**config.mk**
```make
export PLATFORM = sky130hd
export DESIGN_NAME = decimal_entry_encoder
export DESIGN_NICKNAME = d
export VERILOG_FILES = /design/src/rtl/decimal_entry_encoder.sv
export SDC_FILE = /design/constraint.sdc
export NUM_CORES = 1
export LEC_CHECK = 0
export BUFFER_PORTS_ARGS = -buffer_cell sky130_fd_sc_hd__buf_4
export CORE_UTILIZATION = 49
export CTS_CLUSTER_SIZE = 30
export DETAILED_ROUTE_END_ITERATION = 10
export PLACE_DENSITY = 0.83
export SLEW_MARGIN = 0
export SYNTH_ARGS = -nofsm -noshare
export SYNTH_HDL_FRONTEND = slang
export SYNTH_SLANG_ARGS = --single-unit
```
**constraint.sdc**
```tcl
create_clock -name i_clk -period 2.5 [get_ports i_clk]
set_input_delay 0.125 -clock i_clk [delete_from_list [all_inputs] [get_ports i_clk]]
set_output_delay 0.125 -clock i_clk [all_outputs]
set_load 0.05 [all_outputs]
```
**src/rtl/decimal_entry_encoder.sv**
```systemverilog
// rtl/decimal_entry_encoder.sv - keypad BCD digit accumulator with valid/ack operand handoff
// Digits arrive MSD first; clear > enter > digit_valid within a cycle.
module decimal_entry_encoder #(
   parameter int WIDTH      = 14,
   parameter int MAX_DIGITS = 4
) (
   input  logic             i_clk,
   input  logic             i_reset,
   input  logic [3:0]       i_digit_in,
   input  logic             i_digit_valid,
   input  logic             i_enter,
   input  logic             i_clear,
   input  logic             i_value_ack,
   output logic [WIDTH-1:0] o_value_out,
   output logic             o_value_valid,
   output logic [WIDTH-1:0] o_acc_out,
   output logic [2:0]       o_ndigits,
   output logic             o_entry_active,
   output logic             o_err_digit,
   output logic             o_err_overflow
);

   typedef enum logic [1:0] {IDLE, ENTRY, DONE} state_t;

   state_t           r_state, w_state_next;
   logic [WIDTH-1:0] r_acc, w_acc_next;
   logic [WIDTH-1:0] r_value, w_value_next;
   logic [2:0]       r_nd, w_nd_next;
   logic             r_valid, w_valid_next;
   logic             r_entry_active;
   logic             r_err_digit, w_err_digit_next;
   logic             r_err_overflow, w_err_overflow_next;
   logic [WIDTH-1:0] w_acc_mac;

   // ndigits is bounded, so this never wraps past 10^MAX_DIGITS - 1
   assign w_acc_mac = (r_acc << 3) + (r_acc << 1) + WIDTH'(i_digit_in);

   always_ff @(posedge i_clk or posedge i_reset) begin
      if (i_reset) begin
         r_state        <= IDLE;
         r_acc          <= '0;
         r_value        <= '0;
         r_nd           <= '0;
         r_valid        <= 1'b0;
         r_entry_active <= 1'b0;
         r_err_digit    <= 1'b0;
         r_err_overflow <= 1'b0;
      end else begin
         r_state        <= w_state_next;
         r_acc          <= w_acc_next;
         r_value        <= w_value_next;
         r_nd           <= w_nd_next;
         r_valid        <= w_valid_next;
         r_entry_active <= (w_state_next == ENTRY);
         r_err_digit    <= w_err_digit_next;
         r_err_overflow <= w_err_overflow_next;
      end
   end

   always_comb begin
      w_state_next        = r_state;
      w_acc_next          = r_acc;
      w_value_next        = r_value;
      w_nd_next           = r_nd;
      w_valid_next        = r_valid;
      w_err_digit_next    = 1'b0;
      w_err_overflow_next = 1'b0;
      if (i_clear) begin
         w_state_next = IDLE;
         w_acc_next   = '0;
         w_nd_next    = '0;
         w_valid_next = 1'b0;
      end else begin
         case (r_state)
            IDLE, ENTRY: begin
               if (i_enter) begin
                  // enter from IDLE is swallowed: no zero-digit operands
                  if (r_state == ENTRY) begin
                     w_value_next = r_acc;
                     w_valid_next = 1'b1;
                     w_state_next = DONE;
                  end
               end else if (i_digit_valid) begin
                  if (i_digit_in > 4'd9) begin
                     w_err_digit_next = 1'b1;
                  end else if (r_nd == 3'(MAX_DIGITS)) begin
                     w_err_overflow_next = 1'b1;
                  end else begin
                     w_acc_next   = w_acc_mac;
                     w_nd_next    = r_nd + 3'd1;
                     w_state_next = ENTRY;
                  end
               end
            end
            DONE: begin
               if (i_value_ack) begin
                  w_valid_next = 1'b0;
                  w_acc_next   = '0;
                  w_nd_next    = '0;
                  w_state_next = IDLE;
               end
            end
            default: w_state_next = IDLE;
         endcase
      end
   end

   assign o_value_out    = r_value;
   assign o_value_valid  = r_valid;
   assign o_acc_out      = r_acc;
   assign o_ndigits      = r_nd;
   assign o_entry_active = r_entry_active;
   assign o_err_digit    = r_err_digit;
   assign o_err_overflow = r_err_overflow;

endmodule

```
======== Word level (Yosys, flattened, before mapping) ========
Index checks and enable logic that the tools add are counted.
word-level totals
  register bits after elaboration ......... 37
  output and inout port bits .............. 35
  logic and storage cells ................. 68
cells by class
  $add $sub $neg .......................... 3
  $lt $le $gt $ge ......................... 1
  eq/ne operators ......................... 11
  multiplexer cells ....................... 38
  bitwise operators ....................... 1
  reduce and logical (&&, ||, !) cells .... 6
operator list
  kind                                                              count
  14-bit two-way mux                                                6
  14-bit case mux with 2 select lines                               1
  3-bit != test (second input constant)                             7
  3-bit two-way mux                                                 6
  1-bit two-way mux                                                 15
  14-bit adder                                                      1
  14-bit by 4-bit adder with 14-bit output                          1
  2-bit two-way mux                                                 7
  4-bit AND reduction                                               2
  3-bit case mux with 2 select lines                                1
  6-bit AND reduction                                               1
  2-bit by 1-bit == test with 1-bit output (second input constant)  2
  4-bit greater-than comparator (second input constant)             1
  2-bit case mux with 2 select lines                                1
  3-bit by 1-bit adder with 3-bit output (second input constant)    1
  3-bit == test (second input constant)                             1
  3-bit nonzero test                                                1
  2-bit == test (second input constant)                             1
  2-bit logical NOT                                                 1
  1-bit case mux with 2 select lines                                1
  2-bit OR reduction                                                1
  1-bit NOT                                                         1

======== Depth between registers and ports, before layout ========
Gate-level depths: netlist (run 1).
  word-level depth ........................ 8
  depth in mapped cells ................... 9
  gate-level depth less buffers ........... 9

======== Least setup slack after synthesis (run 1) ========
No wires, ideal clock.
  kind .................................... register to register
  start point ............................. register r_acc[0] (netlist: o_acc_out[0])
  end point ............................... register r_acc[12] (netlist: o_acc_out[12])
  setup time .............................. 0.122 ns
  data arrival time ....................... 2.612 ns
  required time ........................... 2.378 ns
  slack ................................... -0.234 ns
  cell stages (with the launch flop) ...... 10
  path buffers ............................ 0
  period minus slack after synthesis ...... 2.734 ns
  path through ............................ dfrtp_1 > inv_1 > fa_1 > inv_1 > ha_1 > nor2b_1 > o31ai_2 > a21oi_1 > or4_1 > a32o_1
between the ends
  longest elaborated chain between the ends .. 8
ends and longest elaborated chain
  what                                      line  RTL
  start: declaration                        26    logic [WIDTH-1:0] r_acc, w_acc_next;
  start signal: assignment                  50    r_acc <= w_acc_next;
  14-bit adder                              36    assign w_acc_mac = (r_acc << 3) + (r_acc << 1) + WIDTH'(i_digit_in);
  14-bit by 4-bit adder with 14-bit output  36
  14-bit two-way mux                        86    end else if (r_nd == 3'(MAX_DIGITS)) begin
  14-bit two-way mux                        84    if (i_digit_in > 4'd9) begin
  14-bit two-way mux                        83    end else if (i_digit_valid) begin
  14-bit two-way mux                        76    if (i_enter) begin
  14-bit case mux with 2 select lines       74    case (r_state)
  14-bit two-way mux                        68    if (i_clear) begin
Every way passes these cells. The select of a mux whose other input is x is not followed.
A chain may end at the register's enable or synchronous reset.

======== Worst setup path in the final report (run 1) ========
Ends and elaborated chain as after synthesis.

==> results.md, run 1 <==
- CP arrival: 2610 ps
- Vias/cell: 5.73
- WL per Instance: 16.0 um
- GR Overflow Total: 0
- Final period util: 97.2%
- CTS buffer count: 5
- Critical Path Source: o_acc_out[0]$_DFFE_PP0P_
- Vias in the first global route: 1674
- Switch share: 25.4%
- Worst R2R Setup Slack: 70 ps
- Worst reg2reg endpoint: o_acc_out[12]$_DFFE_PP0P_
- Tightest Pin Transition: 734 ps
- # placed instances: 297
- Detailed Routing Iterations Pass 1: 4
- Via count: 1766
- Most common cell after layout, fill and taps aside: buf_4
- Mapped Cells: 198
- Core area: 4120 um^2
- Area of the multi-input gates: 1190 um^2
- Largest net degree at the start of global routing: 18
- Post-synthesis register bit count: 37
- Clock Latency Late Sink: 290 ps
- Async set or reset register ratio after synthesis: 100%
- Setup crit end: o_acc_out[12]$_DFFE_PP0P_
- Starting Density: 52.2%
- Sequential share of power: 42.9%
- Area delta synth->final: 30.1%
- Leak Pwr: 1.47 nW
- Placer Congestion: 0.887
- Clock root buffer: clkbuf_8
- Syn Std Cell Area: 2150 um^2
- Critical path class: register to register
- Antenna-violating nets left: 0
- Top-Level Pins: 45
- PwrDens: 522 nW/um^2
- Syn avg cell area: 10.9 um^2
- Tot GR Track Use: 23.9%
- Final-report hold violation count: 0
- DIE HEIGHT: 68.2 um
- H-tree depth: 2
- Status: completed
- Skew final: 11.4 ps
- Comb power frac: 13.8%
- CTS Buffer Depth: 2
- Crit start category: register
- Hold_ws: 34.2 ps
- Clk sinks: 37
- Syn nets: 234
- RSZ-0062 raised after global routing: true
- Most frequent cells in the layout: buf_4, dfrtp_1, ha_1
- Row cnt: 23
- Power, Total: 1.46 mW
- I/O Buffers: 44
- Post-synthesis sequential area ratio: 43.1%
- Wire length of the first global-routing pass: 8050 um
- Setup violations, final: 0
- Post-Route WL: 4930 um
- Slew Viols, Final: 0
- Int Power: 1.09 mW
- Slew headroom: 51.1%
- Die area: 4650 um^2
- Crit end category: register
- FILL cells: 302
- Synth Flop Type: dfrtp_1
- EDFF count, synth: 0
- Fin crit period: 2430 ps
- Maxcap violations: 0
- Layout cells sized above 1: 38.0%
- Initial antenna violation count: 0
- Reg area: 931 um^2
- CP max FO: 4
- YS warnings: 0
- RR Startpoint: o_acc_out[0]$_DFFE_PP0P_
- TritonCTS clock tree: done
- Diode count: 0
- Maximum clock rate: 412 MHz
- Fin cells: 308
- Die Span X: 68.2 um
- 1st-iter DRT viols: 165
- Layout Nets: 293
- WP data required: 2680 ps
- Drt drc: 0
- Hold Crit Class: input pin to register
- Clock Pin Slew Worst Setup and Hold Paths: 90 ps
- R2R cell count: 8
- Yosys cell types: 41
- VDD IR max: 0.000266 V
- Detailed placer's ending HPWL: 3460 um
- P_sw: 0.371 mW
- Clk pwr share: 43.3%
sequential cells by signal, summed over array words and instances, names as in the netlist:
signal          cells
o_acc_out          14
o_entry_active      1
o_err_digit         1
o_err_overflow      1
o_ndigits           3
o_value_out        14
o_value_valid       1
r_state             2
timing repair:
action,in CTS,in global routing
gates resized for setup,1,3
hold buffers,1,0
pin swaps,0,4
endpoints found under the setup margin,1,4
endpoints found under the hold margin,13,0
buffers inserted,0,2
worst min path at each step:
stage / start / to / slack, ps / cells after the start
finish: i_enter / r_state[0]$_DFF_PP0_ / 30 / 2
global route: i_enter / r_state[0]$_DFF_PP0_ / 30 / 2
CTS: i_enter / r_state[0]$_DFF_PP0_ / 30 / 2
detailed placement: i_reset / o_value_out[8]$_DFFE_PP0P_ / 210 / 2
global placement: i_reset / o_value_out[8]$_DFFE_PP0P_ / 210 / 2
floorplan: i_enter / o_entry_active$_DFF_PP0_ / 200 / 1
power by group through the flow:
stage               registers, mW  logic (mW)  clock network [mW]
floorplan                   0.684      0.0818                   0
global placement            0.637       0.191                   0
detailed placement          0.637       0.194                   0
CTS                         0.626       0.199               0.641
global route                0.628       0.217               0.671
finish                      0.626       0.202               0.632
cells in the mapped netlist, drive strengths merged, types with 5 or more instances:
cell	count	area [um^2]
mux2	14	158
o31ai	5	57.6
ha	24	300
inv	13	48.8
o21ai	15	75.1
nand2	17	63.8
dfrtp	37	926
a21oi	11	55.1
nor2	6	25.0
stage by stage:
| step | setup TNS [ps] | utilization, % | setup slack, ps | instance area (um^2) |
|---|---|---|---|---|
| after floorplan | -55.6 | - | -55.6 | 2170 |
| after global placement | 0 | 63.5 | 37.6 | 2610 |
| after detailed placement | -9.36 | 63.5 | -9.36 | 2610 |
| after CTS | 0 | 67.3 | 54.4 | 2770 |
| after global routing | -89.4 | 67.9 | -30.2 | 2800 |
| final | 0 | 67.9 | 70.6 | 2800 |
routing by layer:
layer / share of wire [%] / vias up / global-route usage (%)
li1: - / 846 / -
met1: 45 / 855 / 31.8
met2: 49 / 61 / 40.0
met3: 4.8 / 4 / 4.00
met4: 0.95 / 0 / 6.51
met5: 0 / - / 0
kinds of logic (layout without fill, tap and decap cells):
family,Yosys count,in the layout,share of synthesized area [%]
XOR/XNOR,5,5,2.04
multiplexers,14,14,7.34
buffers and inverters,17,77,3.44
flip-flops,37,37,43.1
AO/OA/AOI/OAI,51,51,16.6
adder cells (fa/ha/maj),26,26,15.8
AND/OR/NAND/NOR,48,48,11.6
layout make-up:
| class | count | share of cell area (%) |
|---|---|---|
| clock buffer | 5 | 2.46 |
| clock inverter | 3 | 2.46 |
| inverter | 13 | 1.75 |
| multi-input combinational | 144 | 42.7 |
| sequential | 37 | 33.3 |
| tap | 50 | 2.24 |
| timing repair buffer | 56 | 15.1 |
worst max-delay path: stages, from the launching register on:
cell     delay [ps]
dfrtp_2         390
inv_2            40
fa_2            550
fa_2            230
nor2b_2          60
o31ai_4         310
a21oi_2         100
or4_1           400
a32o_1          250
No activity file was read; power rests on OpenSTA's default activity.
==> run 2: changes to the inputs <==
==> constraint.sdc (replaced) <==
create_clock -name i_clk -period 2.5 [get_ports i_clk]
set_input_delay 0.625 -clock i_clk [delete_from_list [all_inputs] [get_ports i_clk]]
set_output_delay 0.625 -clock i_clk [all_outputs]
set_load 0.05 [all_outputs]
==> results.md, run 2 (synthesis results as in run 1) <==
- Tot GR Track Use: 24.2%
- Die Span X: 68.2 um
- H-tree depth: 2
- I/O Buffers: 44
- Setup violations, final: 1
- Setup tns final: -22.2 ps
- Placer Congestion: 0.844
- Failing checks: negative setup slack
- Clock Pin Slew Worst Setup and Hold Paths: 70 ps
- Detailed Routing Iterations Pass 1: 4
- Wire length of the first global-routing pass: 8090 um
- Final Worst Setup Slack: -22.2 ps
- CP max FO: 4
- Area delta synth->final: 30.3%
- GR Overflow Total: 0
- Fin util: 68.0%
- Final period util: 101%
- Maxcap violations: 0
- Status: finished, violations left
- Slew Viols, Final: 0
- Power, Total: 1.28 mW
- PwrDens: 459 nW/um^2
- Post-Route WL: 5000 um
- Final-report hold violation count: 0
- Detailed placer's ending HPWL: 3700 um
- CTS Buffer Depth: 2
- Most frequent cells in the layout: buf_4, dfrtp_1, ha_1
- DIE HEIGHT: 68.2 um
- DP Area: 2660 um^2
- Via count: 1769
- Clk sinks: 37
- Crit end category: register
- Post-layout instance area: 2800 um^2
- Skew final: 5.91 ps
- Die area: 4650 um^2
- Top-Level Pins: 45
- WP depth: 9
- 1st-iter DRT viols: 87
- Antenna-violating nets left: 0
- RSZ-0062 raised after global routing: true
- WL per Instance: 16.0 um
- Crit start category: input pin
- Critical path class: input pin to register
- R2R cell count: 8
- Vias in the first global route: 1707
- Layout Nets: 298
- Crit-path leading delay family: adder cells
- WP buf/inv: 2
- DP Worst Slack: -383 ps
- Vias/cell: 5.65
- Initial antenna violation count: 0
- Starting Density: 52.2%
- CTS buffer count: 5
- Slew headroom: 53.0%
- TritonCTS clock tree: done
- Layout cells sized above 1: 40.3%
- Tightest Pin Transition: 706 ps
- Clock Latency Late Sink: 290 ps
- FILL cells: 296
- Leak Pwr: 1.48 nW
- Critical-path cell list: buf_4 -> inv_1 -> fa_2 -> fa_2 -> nor2b_2 -> o31ai_4 -> a21oi_2 -> or4_1 -> a32o_1
- Fin crit period: 2520 ps
- VDD IR max: 0.000216 V
- Core area: 4120 um^2
- Diode count: 0
- Fin cells: 313
- Row cnt: 23
- Drt drc: 0
- Hold Crit Class: input pin to asynchronous set/reset pin
- Post-CTS Hold Buffers: 0
- # placed instances: 303
- Most common cell after layout, fill and taps aside: buf_4
- Clock root buffer: clkbuf_8
- Slowest CP cell: fa_2
- Largest net degree at the start of global routing: 38
- Maximum clock rate: 396 MHz
- Largest stage delay on the critical path: 550 ps
- Hold_ws: 442 ps
- CP arrival: 2700 ps
- WP data required: 2680 ps
- Most used cell along the critical path: fa_2
==> run 2: changes by cell type in the layout (fill, tap and decap cells not counted), moves of 2 or more <==
| cell | delta |
|---|---|
| buf_4 | +6 |
| a21oi_1 | -2 |
| a21oi_2 | +2 |
| bufinv_16 | -2 |
| clkbuf_8 | +2 |
==> run 2: final timing paths <==
| kind | from | endpoint | slack [ps] |
|---|---|---|---|
| max | i_digit_in[3] | o_acc_out[12]$_DFFE_PP0P_ | -20 |
| min in group i_clk | o_value_out[7]$_DFFE_PP0P_ | o_value_out[7]$_DFFE_PP0P_ | 510 |
| min | i_reset | o_value_out[5]$_DFFE_PP0P_ | 440 |
| max reg2reg | o_acc_out[2]$_DFFE_PP0P_ | o_acc_out[12]$_DFFE_PP0P_ | 0 |
| min reg2reg | o_value_out[7]$_DFFE_PP0P_ | o_value_out[7]$_DFFE_PP0P_ | 510 |
| max in group asynchronous | i_reset | o_acc_out[2]$_DFFE_PP0P_ | 1700 |
==> run 2: repair_timing <==
action / CTS / global route
pin swaps: 0 / 4
resized for setup: 1 / 6
buffers inserted: 0 / 2
endpoints found under the hold margin: 0 / 0
setup endpoints to repair: 3 / 5
==> run 2: cell type report <==
class	instances	area, um^2	area share, %
tap	50	62.6	2.23
sequential	37	930	33.2
clock buffer	7	96.3	3.44
inverter	13	48.8	1.74
timing repair buffer	61	458	16.4
clock inverter	1	5.00	0.179
multi-input combinational	144	1200	42.9
==> run 2: tightest hold or removal path, cell delays in order <==
cell and delay, ps:
buf_4 100, inv_1 40, buf_4 400
==> run 2: per-layer routing <==
layer | vias to the layer above | track usage [%] | share of wire, %
li1 | 860 | - | -
met1 | 849 | 31.1 | 44
met2 | 52 | 39.1 | 49
met3 | 8 | 6.00 | 5.2
met4 | 0 | 9.38 | 1.5
met5 | - | 0 | 0
==> run 2: power by group <==
group	switching [mW]	internal [mW]	total [mW]
clock network	0.205	0.249	0.454
registers	0.0122	0.613	0.626
logic	0.128	0.0764	0.205
